[config.mk]
export PLATFORM = sky130hd
export DESIGN_NAME = hc_sr04_echo_emulator
export DESIGN_NICKNAME = d
export VERILOG_FILES = /design/src/rtl/hc_sr04_echo_emulator.sv
export SDC_FILE = /design/constraint.sdc
export NUM_CORES = 1
export LEC_CHECK = 0
export BUFFER_PORTS_ARGS = -buffer_cell sky130_fd_sc_hd__buf_2
export CAP_MARGIN = 20
export CORE_UTILIZATION = 45
export CTS_BUF_LIST = sky130_fd_sc_hd__clkbuf_4 sky130_fd_sc_hd__clkbuf_8
export CTS_CLUSTER_SIZE = 30
export DETAILED_ROUTE_END_ITERATION = 12
export REMOVE_ABC_BUFFERS = 1
export SETUP_SLACK_MARGIN = 0.02
export SYNTH_ARGS = -nofsm -noshare
export SYNTH_HDL_FRONTEND = slang
export SYNTH_SLANG_ARGS = --single-unit
[constraint.sdc]
create_clock -name clk -period 4.6 [get_ports clk]
set_input_delay 0.46 -clock clk [delete_from_list [all_inputs] [get_ports clk]]
set_output_delay 0.46 -clock clk [all_outputs]
set_load 0.02 [all_outputs]
[src/rtl/hc_sr04_echo_emulator.sv]
// HC-SR04 responder: accepts a controller trigger and answers with an echo whose
// width encodes a programmed distance, with cycle-exact burst, echo and hold-off timing.
module hc_sr04_echo_emulator #(
  parameter int CLK_FREQ_MHZ   = 100,
  parameter int TRIG_MIN_US    = 10,
  parameter int BURST_DELAY_US = 200,
  parameter int US_PER_CM      = 58,
  parameter int MAX_CM         = 400,
  parameter int TIMEOUT_US     = 38000,
  parameter int HOLDOFF_US     = 10000
) (
  input  logic        clk,
  input  logic        reset_n,
  input  logic        trig,
  input  logic [15:0] dist_cm,
  output logic        echo,
  output logic        busy,
  output logic        done,
  output logic        overrange,
  output logic        runt
);

  localparam int PRE_W = (CLK_FREQ_MHZ > 1) ? $clog2(CLK_FREQ_MHZ) : 1;
  localparam logic [PRE_W-1:0] PRE_LAST   = PRE_W'(CLK_FREQ_MHZ - 1);
  localparam logic [16:0]      TRIG_LAST  = 17'(TRIG_MIN_US - 1);
  localparam logic [16:0]      BURST_LAST = 17'(BURST_DELAY_US - 1);
  localparam logic [16:0]      HOLD_LAST  = 17'(HOLDOFF_US - 1);

  typedef enum logic [2:0] {IDLE, TRIG, BURST, ECHO, HOLDOFF} state_t;

  state_t           state;
  logic             trig_m, trig_s, trig_d;
  logic [PRE_W-1:0] pre;
  logic [16:0]      us;
  logic [21:0]      width;

  logic tick, trig_rise, trig_fall, trig_long;
  logic burst_end, echo_end, hold_end;

  function automatic logic in_range(input logic [15:0] d);
    return (d != 16'd0) && (d <= 16'(MAX_CM));
  endfunction

  // Product is only formed for in-range distances, so 22 bits never overflow.
  function automatic logic [21:0] echo_width(input logic [15:0] d);
    if (!in_range(d)) return 22'(TIMEOUT_US);
    return 22'(d) * 22'(US_PER_CM);
  endfunction

  function automatic logic [16:0] sat_inc(input logic [16:0] v);
    return (v == 17'h1ffff) ? v : v + 17'd1;
  endfunction

  assign tick      = (pre == PRE_LAST);
  assign trig_rise = trig_s & ~trig_d;
  assign trig_fall = ~trig_s & trig_d;
  // Elapsed cycles since TRIG entry plus the entry cycle itself give the high time.
  assign trig_long = (us > TRIG_LAST) || (tick && (us == TRIG_LAST));
  assign burst_end = tick && (us == BURST_LAST);
  assign echo_end  = tick && ({5'b0, us} == width - 22'd1);
  assign hold_end  = tick && (us == HOLD_LAST);

  always_ff @(posedge clk or negedge reset_n) begin
    if (!reset_n) begin
      state     <= IDLE;
      trig_m    <= 1'b0;
      trig_s    <= 1'b0;
      trig_d    <= 1'b0;
      pre       <= '0;
      us        <= '0;
      width     <= '0;
      echo      <= 1'b0;
      busy      <= 1'b0;
      done      <= 1'b0;
      overrange <= 1'b0;
      runt      <= 1'b0;
    end else begin
      trig_m <= trig;
      trig_s <= trig_m;
      trig_d <= trig_s;
      done   <= 1'b0;
      runt   <= 1'b0;

      if (tick) begin
        pre <= '0;
        us  <= sat_inc(us);
      end else begin
        pre <= pre + 1'b1;
      end

      // Every state entry below restarts the timebase so durations count from entry.
      case (state)
        IDLE: begin
          if (trig_rise) begin
            state <= TRIG;
            busy  <= 1'b1;
            pre   <= '0;
            us    <= '0;
          end
        end
        TRIG: begin
          if (trig_fall) begin
            pre <= '0;
            us  <= '0;
            if (trig_long) begin
              state <= BURST;
            end else begin
              state <= IDLE;
              busy  <= 1'b0;
              runt  <= 1'b1;
            end
          end
        end
        BURST: begin
          if (burst_end) begin
            state     <= ECHO;
            width     <= echo_width(dist_cm);
            overrange <= ~in_range(dist_cm);
            echo      <= 1'b1;
            pre       <= '0;
            us        <= '0;
          end
        end
        ECHO: begin
          if (echo_end) begin
            state <= HOLDOFF;
            echo  <= 1'b0;
            done  <= 1'b1;
            pre   <= '0;
            us    <= '0;
          end
        end
        HOLDOFF: begin
          if (hold_end) begin
            state <= IDLE;
            busy  <= 1'b0;
            pre   <= '0;
            us    <= '0;
          end
        end
        default: begin
          state <= IDLE;
          busy  <= 1'b0;
          echo  <= 1'b0;
        end
      endcase
    end
  end

endmodule
==> qor.txt, run 1 <==
Setup Viol. Count Final = 0
Largest stage delay on the critical path = 540 ps
Buffer and inverter count on the worst path = 3
Share of layout cells above drive strength 1 = 6.532%
Reg clk slew, reported paths = 110 ps
Starting Density = 46.81%
Synth area leader = dfrtp_1
Total GRT Usage = 19.80%
CTS tree = built
DRT antenna net count = 0
XOR/XNOR Fraction of Synth Area = 9.059%
Period minus WS final = 3720 ps
Pin count of the biggest net entering global routing = 57
CP Launch Type = input port
Status = finished, violations left
Crit Path Class = input port to flip-flop
Slowest CP cell = fa_1
Seq. cell area = 0.001401 sq mm
H-tree depth = 2
Synth area leaders = dfrtp_1 (26%), ha_1 (14%), fa_1 (10%)
Worst Hold Class = input port to async pin
Most frequent cells in the layout = inv_1 (89), nand2_1 (61), ha_1 (60)
Largest family of logic cells by synthesized area = adder cells
Crit. End Element = flip-flop
Remaining DRCs = 1
# IOs = 24
Synth top area share = 25.88%
Clock Sinks = 56
RSZ-0062 raised after global routing = false
DR WL met3 = 186 um
Ys async rst share = 100.0%
Mapped cell area = 0.005414 sq mm
Simple-gate share of the synthesized area = 20.73%
DRT Pass-1 Iters = 8
Total die area = 0.01247 sq mm
Post-CTS resize count = 0
Final Max Tran Viols = 0
Fmax = 268.8 MHz
DR top layer = met4
Multi-input logic area = 0.003602 sq mm
Register bit total from synthesis = 56
Pwr Density = 270.1 mW/mm^2
Post-synth top flop = dfrtp_1
Max FO, Critical Path = 4
Yosys cell types = 60
Final wirelength = 11.24 mm
CORE AREA = 0.01156 sq mm
Peak VDD IR = 0.1261 mV
Slew margin rel. = 47.88%
Fill cell count = 1122
Vias in the first global route = 4280
First-pass GRT wire length = 20.01 mm
Nets@finish = 748
Post-Synth Adder-Cell Area = 23.85%
Failing checks = design-rule violations
Wire per inst = 14.30 um
Fin Hold WS = 241.3 ps
Critical path's top delay family = adder cells
Area added between synthesis and finish = 6.147%
Congestion Overflow GR = 0
Tcrit/Tclk final = 80.88%
Req. time, crit path = 4810 ps
Number of synthesized flops with an enable pin = 0
Critical-path cell list = buf_2 -> inv_1 -> fa_1 -> inv_1 -> ha_1 -> fa_1 -> ha_1 -> a21o_1 -> a21oi_1 -> o21ai_0 -> and3_1 -> o41ai_1 -> xor2_1 -> o22ai_1
DP Worst Slack = 533.7 ps
Die Wd = 111.7 um
DR iter-0 viols = 225
Diodes inserted = 0
Final WS setup = 879.5 ps
Arrival @ worst endpoint = 3930 ps
Row cnt = 39
WL met1 = 5.157 mm
Worst slew pin tran = 781.8 ps
Placed wire-length estimate = 9.079 mm
CTS Buf Count = 5
Mapped Avg Cell Area = 8.635 sq um
Clock latency on the worst-skew pair = 330 ps
Mux cell area share after synthesis = 0.3698%
DR vias/cell = 5.335
Final Hold Fails = 0
Clock Skews = 13.59 ps
GP Congestion = 0.8796
Compound-cell area share of the yosys netlist = 12.53%
Cells after Synth = 627
Initial antenna violation count = 0
Longest Clk Path Bufs = 2
Root Driver = clkbuf_8
Die height = 111.7 um
Vias = 4193
Ys Warns = 0
Commonest non-fill, non-tap cell in the layout = inv_1
Met2 WL post-DR = 5.644 mm
CTS Hold Buffers Added = 0
Pleak = 2.782 nW
Setup bufs post-CTS = 0
Max-cap violations = 0
Setup TNS = 0 ps
I/O Buffers = 23
Seq/Total Area, Yosys = 25.88%
-- power by group --
part / internal (mW) / switching [mW]
clock network: 0.121 / 0.163
registers: 0.512 / 0.0194
logic: 0.317 / 0.421
-- registers in the layout (all words and copies together) (netlist names) --
signal     count
overrange      1
trig_d         1
busy           1
state          3
runt           1
trig_s         1
trig_m         1
done           1
pre            7
width         21
us            17
echo           1
-- per-stage QoR --
step / util [%] / cell area (sq um) / power (mW) / cells
2_1_floorplan: - / 5338 / 1.122 / 609
3_3_place_gp: 48.89 / 5654 / 1.271 / 778
3_5_place_dp: 48.89 / 5654 / 1.282 / 778
4_1_cts: 49.69 / 5747 / 1.575 / 786
5_1_grt: 49.69 / 5747 / 1.713 / 786
6_report: 49.69 / 5747 / 1.552 / 786
-- cell type report --
| cell class | instances | area share [%] |
|---|---|---|
| Inverter | 89 | 5.813 |
| Timing Repair Buffer | 26 | 2.395 |
| Clock inverter | 2 | 0.1742 |
| Multi-Input combinational cell | 464 | 62.68 |
| Clock buffer | 6 | 1.437 |
| Tap cell | 143 | 3.113 |
| Sequential cell | 56 | 24.38 |
-- synth_stat cells (3+ instances only) --
cell type   n
a211oi_1    7
a21o_1      6
a21oi_1    16
a31oi_1     6
and3_1      8
and4_1      4
buf_1       3
clkbuf_1   13
dfrtp_1    56
fa_1       27
ha_1       60
inv_1      89
nand2_1    61
nand2b_1    3
nand3_1    21
nand4_1    11
nand4b_1    3
nor2_1     53
nor2b_1     5
nor3_1     12
nor4_1      6
o211ai_1    6
o21a_1      5
o21ai_0    25
o22ai_1     4
o31a_1      4
o31ai_1     5
or3_1       6
or4_1       7
xnor2_1    41
xor2_1     15
-- routing by layer --
metal  vias up  GRT usage (%)
met4         0          7.117
li1       2159              -
met5         -              0
met1      1967          24.15
met2        50          35.86
met3        17          2.232
-- worst paths after layout --
| path | cells after the start | start | end | slack (ps) |
|---|---|---|---|---|
| max in group asynchronous | 2 | reset_n | trig_d | 3860 |
| worst min register to register | 0 | trig_m | trig_s | 360 |
| worst max-delay path | 14 | dist_cm[1] | width[18] | 880 |
| worst max register to register | 7 | width[3] | us[5] | 1220 |
| min in group clk | 1 | trig | trig_m | 250 |
| worst min-delay path | 2 | reset_n | pre[2] | 240 |
-- kinds of logic after synthesis --
logic type	Yosys count
fa+ha+maj	87
buf+inv	107
simple gates	218
flops	56
mux	2
compound gates	101
xor+xnor	56
Note: power is estimated with default switching activity, not from simulation.
==> inputs of run 2 (changes only) <==
==> constraint.sdc (replaced) <==
create_clock -name clk -period 3.1 [get_ports clk]
set_input_delay 0.31 -clock clk [delete_from_list [all_inputs] [get_ports clk]]
set_output_delay 0.31 -clock clk [all_outputs]
set_load 0.02 [all_outputs]
==> run 2 against run 1 <==
The flow finishes with violations (design-rule violations, negative hold slack, negative setup slack); first-iteration DRC count shrank 2.7%; count of clock-buffer cells in the layout shrank 1; cell count grew 10%; highest routed layer unchanged.
==> qor.txt, run 2 (synthesized netlist as in run 1, its figures left out) <==
Row cnt = 39
Clock Skews = 16.52 ps
Final wirelength = 13.09 mm
Req. time, crit path = 3310 ps
Placed cell count = 854
First-pass GRT wire length = 21.84 mm
Clock power frac = 13.4%
Cell-internal power = 1.937 mW
Max FO, Critical Path = 5
Nets@finish = 830
DP Worst Slack = -648.8 ps
Clock latency on the worst-skew pair = 330 ps
RSZ-0062 raised after global routing = true
Longest Clk Path Bufs = 2
Pleak = 3.223 nW
Fill cell count = 1026
Max-cap violations = 0
Sequential power share = 25.1%
Crit. End Element = flip-flop
Most frequent cells in the layout = buf_4 (79), inv_1 (70), nand2_1 (61)
Final Hold Fails = 19
Slew margin rel. = 59.60%
Fmax = 312.9 MHz
Largest regs = width: 21 flops, us: 17 flops, pre: 7 flops
Failing checks = design-rule violations, negative hold slack, negative setup slack
Pwr Density = 465.1 mW/mm^2
Vias in the first global route = 4719
Diodes inserted = 0
Arrival @ worst endpoint = 3400 ps
CTS tree = built
Logic pwr share = 61.6%
Area added between synthesis and finish = 25.14%
Status = finished, violations left
DR vias/cell = 5.378
Starting Density = 46.81%
DR iter-0 viols = 219
Congestion Overflow GR = 0
Period minus WS final = 3196 ps
CTS Buf Count = 5
H-tree depth = 2
# IOs = 24
Wire per inst = 15.08 um
Switching Share = 38.53%
Crit Path Class = input port to flip-flop
GP Congestion = 0.9031
Non-Filler Instances = 868
Peak VDD IR = 0.2363 mV
Die Wd = 111.7 um
Max FFs per register = 21
Share of layout cells above drive strength 1 = 25.24%
DRT antenna net count = 0
CORE AREA = 0.01156 sq mm
Final Max Tran Viols = 0
Setup Viol. Count Final = 4
Commonest non-fill, non-tap cell in the layout = buf_4
Pin count of the biggest net entering global routing = 28
Die height = 111.7 um
Reg clk slew, reported paths = 120 ps
Clock Sinks = 56
CTS Hold Buffers Added = 0
Placed wire-length estimate = 10.10 mm
CP Launch Type = input port
Worst slew pin tran = 606.1 ps
Tcrit/Tclk final = 103.1%
Vias = 4668
Initial antenna violation count = 0
Remaining DRCs = 1
Total GRT Usage = 21.63%
Root Driver = clkbuf_8
Psw = 1.214 mW
Total die area = 0.01247 sq mm
Worst Hold Class = input port to async pin
Final WS setup = -96.09 ps
I/O Buffers = 23
Fin Hold WS = -21.36 ps
DRT Pass-1 Iters = 9
Largest register by flop count = width
## run 2: cell types whose count changed in the layout (fill, tap and decap cells not counted), moves of 12 or more
cell and change:
inv_2 +16, ha_1 -12, buf_4 +76, inv_1 -19
ha_4 +12
## run 2: path summary, 6_finish.rpt
kind / slack (ps) / end / depth (start not counted) / start
setup / recovery: -100 / width[21] / 17 / dist_cm[8]
hold / removal: -20 / pre[1] / 1 / reset_n
setup reg to reg: 140 / done / 7 / pre[0]
hold reg to reg: 340 / trig_s / 0 / trig_m
max in group asynchronous: 2340 / width[17] / 2 / reset_n
min in group clk: 100 / trig_m / 1 / trig
## run 2: stage by stage
step	setup TNS (ps)	hold WS, ps	instance area [sq um]	util [%]	power (mW)
2_1_floorplan	-2204	14.41	5338	-	1.665
3_3_place_gp	-4970	333.2	6237	53.93	2.233
3_5_place_dp	-6109	334.7	6237	53.93	2.271
4_1_cts	0	1.896	6588	56.96	2.944
5_1_grt	-917.3	26.08	6775	58.58	3.401
6_report	-259.2	-21.36	6775	58.58	3.151
## run 2: repair_timing
action,4_1_cts,5_1_grt
setup endpoints to repair,10,32
gates resized for setup,56,35
buffers inserted,2,4
pin swaps,28,30
## run 2: critical path: stages
cell and delay [ps]:
buf_8 90, inv_8 40, fa_1 540, inv_2 50
ha_4 260, inv_2 30, fa_1 550, inv_2 50
ha_4 240, buf_6 130, a21oi_2 130, o211ai_1 180
a211oi_2 280, a21oi_1 120, a31oi_1 200, xnor2_1 140
o21ai_1 70
## run 2: final cells by class
type | instances | area, sq um | share of cell area, %
clock inverters | 3 | 25.02 | 0.3693
inverters | 89 | 346.6 | 5.115
well taps | 143 | 178.9 | 2.641
multi-input cells | 464 | 3941 | 58.17
repair buffers | 108 | 813.3 | 12.00
flip-flops and latches | 56 | 1401 | 20.68
clock buffers | 5 | 68.82 | 1.016
## run 2: routing by layer
layer	routed length, um	GRT usage (%)	part of all wire [%]
met3	348	2.069	2.7
met2	7147	41.45	55
met1	5293	24.70	40
met4	303	7.838	2.3
met5	0	0	0
## run 2: power groups by stage
stage | clock, mW | sequential (mW) | combinational, mW
after global routing | 0.462 | 0.795 | 2.14
after global placement | 0 | 0.801 | 1.43
after detailed placement | 0 | 0.804 | 1.47
after CTS | 0.432 | 0.789 | 1.72
after floorplan | 0 | 0.801 | 0.864
final | 0.422 | 0.790 | 1.94
==> inputs of run 3 (changes only) <==
--- a/config.mk
+++ b/config.mk
@@ -7,10 +7,12 @@
 export LEC_CHECK = 0
 export BUFFER_PORTS_ARGS = -buffer_cell sky130_fd_sc_hd__buf_2
 export CAP_MARGIN = 20
+export CORE_ASPECT_RATIO = 2
 export CORE_UTILIZATION = 45
 export CTS_BUF_LIST = sky130_fd_sc_hd__clkbuf_4 sky130_fd_sc_hd__clkbuf_8
 export CTS_CLUSTER_SIZE = 30
 export DETAILED_ROUTE_END_ITERATION = 12
+export GPL_TIMING_DRIVEN = 0
 export REMOVE_ABC_BUFFERS = 1
 export SETUP_SLACK_MARGIN = 0.02
 export SYNTH_ARGS = -nofsm -noshare
==> run 3 against run 2 <==
The run ends with negative setup slack left; maximum frequency fell by 1.9%; global-route usage rose by 1.4 points; critical path depth fell by 2; setup slack got worse by 61 ps; sequential cell count did not move; largest cell class unchanged; register-to-register slack got worse by 30 ps; first-iteration DRC count fell by 30%; cell count fell by 5.4%; cell area fell by 4.8%; utilization fell by 3.5 points; sequential power barely moved.
==> qor.txt, run 3 (synthesized netlist as in run 1, its figures left out) <==
Status = finished, violations left
Failing checks = negative setup slack
Remaining DRCs = 0
Reg clk slew, reported paths = 110 ps
Peak VDD IR = 0.2650 mV
DRT Pass-1 Iters = 4
Critical-path cell list = buf_8 -> clkinvlp_4 -> fa_1 -> inv_2 -> ha_4 -> inv_4 -> fa_1 -> inv_2 -> ha_4 -> o21a_1 -> a21o_1 -> a21o_1 -> a211oi_2 -> xor2_1 -> a32oi_1
First-pass GRT wire length = 21.75 mm
Largest regs = width: 21 flops, us: 17 flops, pre: 7 flops
Largest stage delay on the critical path = 570 ps
Starting Density = 46.27%
Arrival @ worst endpoint = 3450 ps
Slew margin rel. = 45.96%
Max FFs per register = 21
Fmax = 307.0 MHz
Die height = 157.1 um
Root Driver = clkbuf_8
DP Worst Slack = -915.3 ps
Share of layout cells above drive strength 1 = 21.15%
Crit Path Class = input port to flip-flop
Period minus WS final = 3257 ps
Congestion Overflow GR = 0
Area added between synthesis and finish = 19.16%
Die Wd = 79.56 um
Pwr Density = 446.1 mW/mm^2
# IOs = 24
Wire per inst = 16.59 um
Longest Clk Path Bufs = 2
Worst slew pin tran = 810.5 ps
CTS tree = built
Max-cap violations = 0
Worst Hold Class = input port to async pin
Total GRT Usage = 22.98%
Crit. End Element = flip-flop
Req. time, crit path = 3290 ps
Nets@finish = 781
Largest register by flop count = width
GP Congestion = 0.9266
Commonest non-fill, non-tap cell in the layout = inv_1
Final Max Tran Viols = 0
CP Launch Type = input port
Final WS setup = -157.2 ps
DRT antenna net count = 0
Fill cell count = 1082
I/O Buffers = 23
Total die area = 0.01250 sq mm
Tcrit/Tclk final = 105.1%
Final wirelength = 13.62 mm
Vias = 4547
Pleak = 2.984 nW
Max FO, Critical Path = 4
Vias in the first global route = 4658
Diodes inserted = 0
RSZ-0062 raised after global routing = true
Placed inst area = 0.005662 sq mm
CORE AREA = 0.01170 sq mm
Placed wire-length estimate = 10.70 mm
R2R Setup Slk = 110 ps
CTS Hold Buffers Added = 0
Clock latency on the worst-skew pair = 320 ps
Slowest CP cell = fa_1
Most frequent cells in the layout = inv_1 (71), nand2_1 (60), dfrtp_1 (55)
Post-route cell area = 0.006451 sq mm
Final Hold Fails = 0
CTS Buf Count = 5
DR vias/cell = 5.538
Clock Sinks = 56
Initial antenna violation count = 0
DR iter-0 viols = 154
Setup Viol. Count Final = 7
Clock Skews = 9.395 ps
Setup TNS = -592.1 ps
Fin Hold WS = 6.239 ps
Pin count of the biggest net entering global routing = 30
H-tree depth = 2
Row cnt = 56
-- run 3: changes by cell type in the layout (fill, tap and decap cells not counted), sizes merged --
cell,delta
buf,-49
clkbuf,+1
clkinvlp,+8
inv,-9
-- run 3: final cells by class --
cell class                      count  area [sq um]  share of cell area (%)
Multi-Input combinational cell    464          3948                   61.19
Clock buffer                        6         82.58                   1.280
Timing Repair Buffer               59         459.2                   7.118
Tap cell                          145         181.4                   2.812
Sequential cell                    56          1403                   21.74
Clock inverter                      2         15.01                  0.2327
Inverter                           89         362.8                   5.625
-- run 3: power breakdown --
part | switching, mW | internal [mW]
clock | 0.260 | 0.182
combinational | 0.837 | 0.809
sequential | 0.0300 | 0.760
-- run 3: final timing paths --
path,end,cells past startpoint,start
setup reg to reg,done,7,width[1]
setup / recovery,width[15],15,dist_cm[5]
max in group asynchronous,trig_d,2,reset_n
hold / removal,us[5],1,reset_n
min in group clk,trig_m,1,trig
hold reg to reg,trig_s,0,trig_m
-- run 3: layer usage --
metal | wire length (um) | global-route usage (%) | up-vias
met2 | 8334 | 49.61 | 79
li1 | - | - | 2224
met5 | 0 | 0 | -
met4 | 618 | 11.08 | 0
met1 | 4473 | 19.30 | 2206
met3 | 191 | 1.855 | 38
-- run 3: timing repair --
item,in CTS,in global routing
gates resized for setup,60,43
setup buffers,19,15
pin swaps,33,32
setup endpoints to repair,38,38
gates cloned,0,0
-- run 3: metrics by stage --
step | total power [mW] | util [%] | cells
after floorplan | 1.665 | - | 609
after global placement | 1.882 | 48.15 | 777
after detailed placement | 1.913 | 48.39 | 779
after CTS | 2.665 | 52.73 | 806
after global routing | 3.097 | 55.13 | 821
final | 2.878 | 55.13 | 821
-- run 3: critical path: cells and delay by family --
family                   cells  cell delay [ps]
AO/OA/AOI/OAI                5             1030
XOR/XNOR                     1              180
buffers and inverters        5              350
adder cells (fa/ha/maj)      4             1580
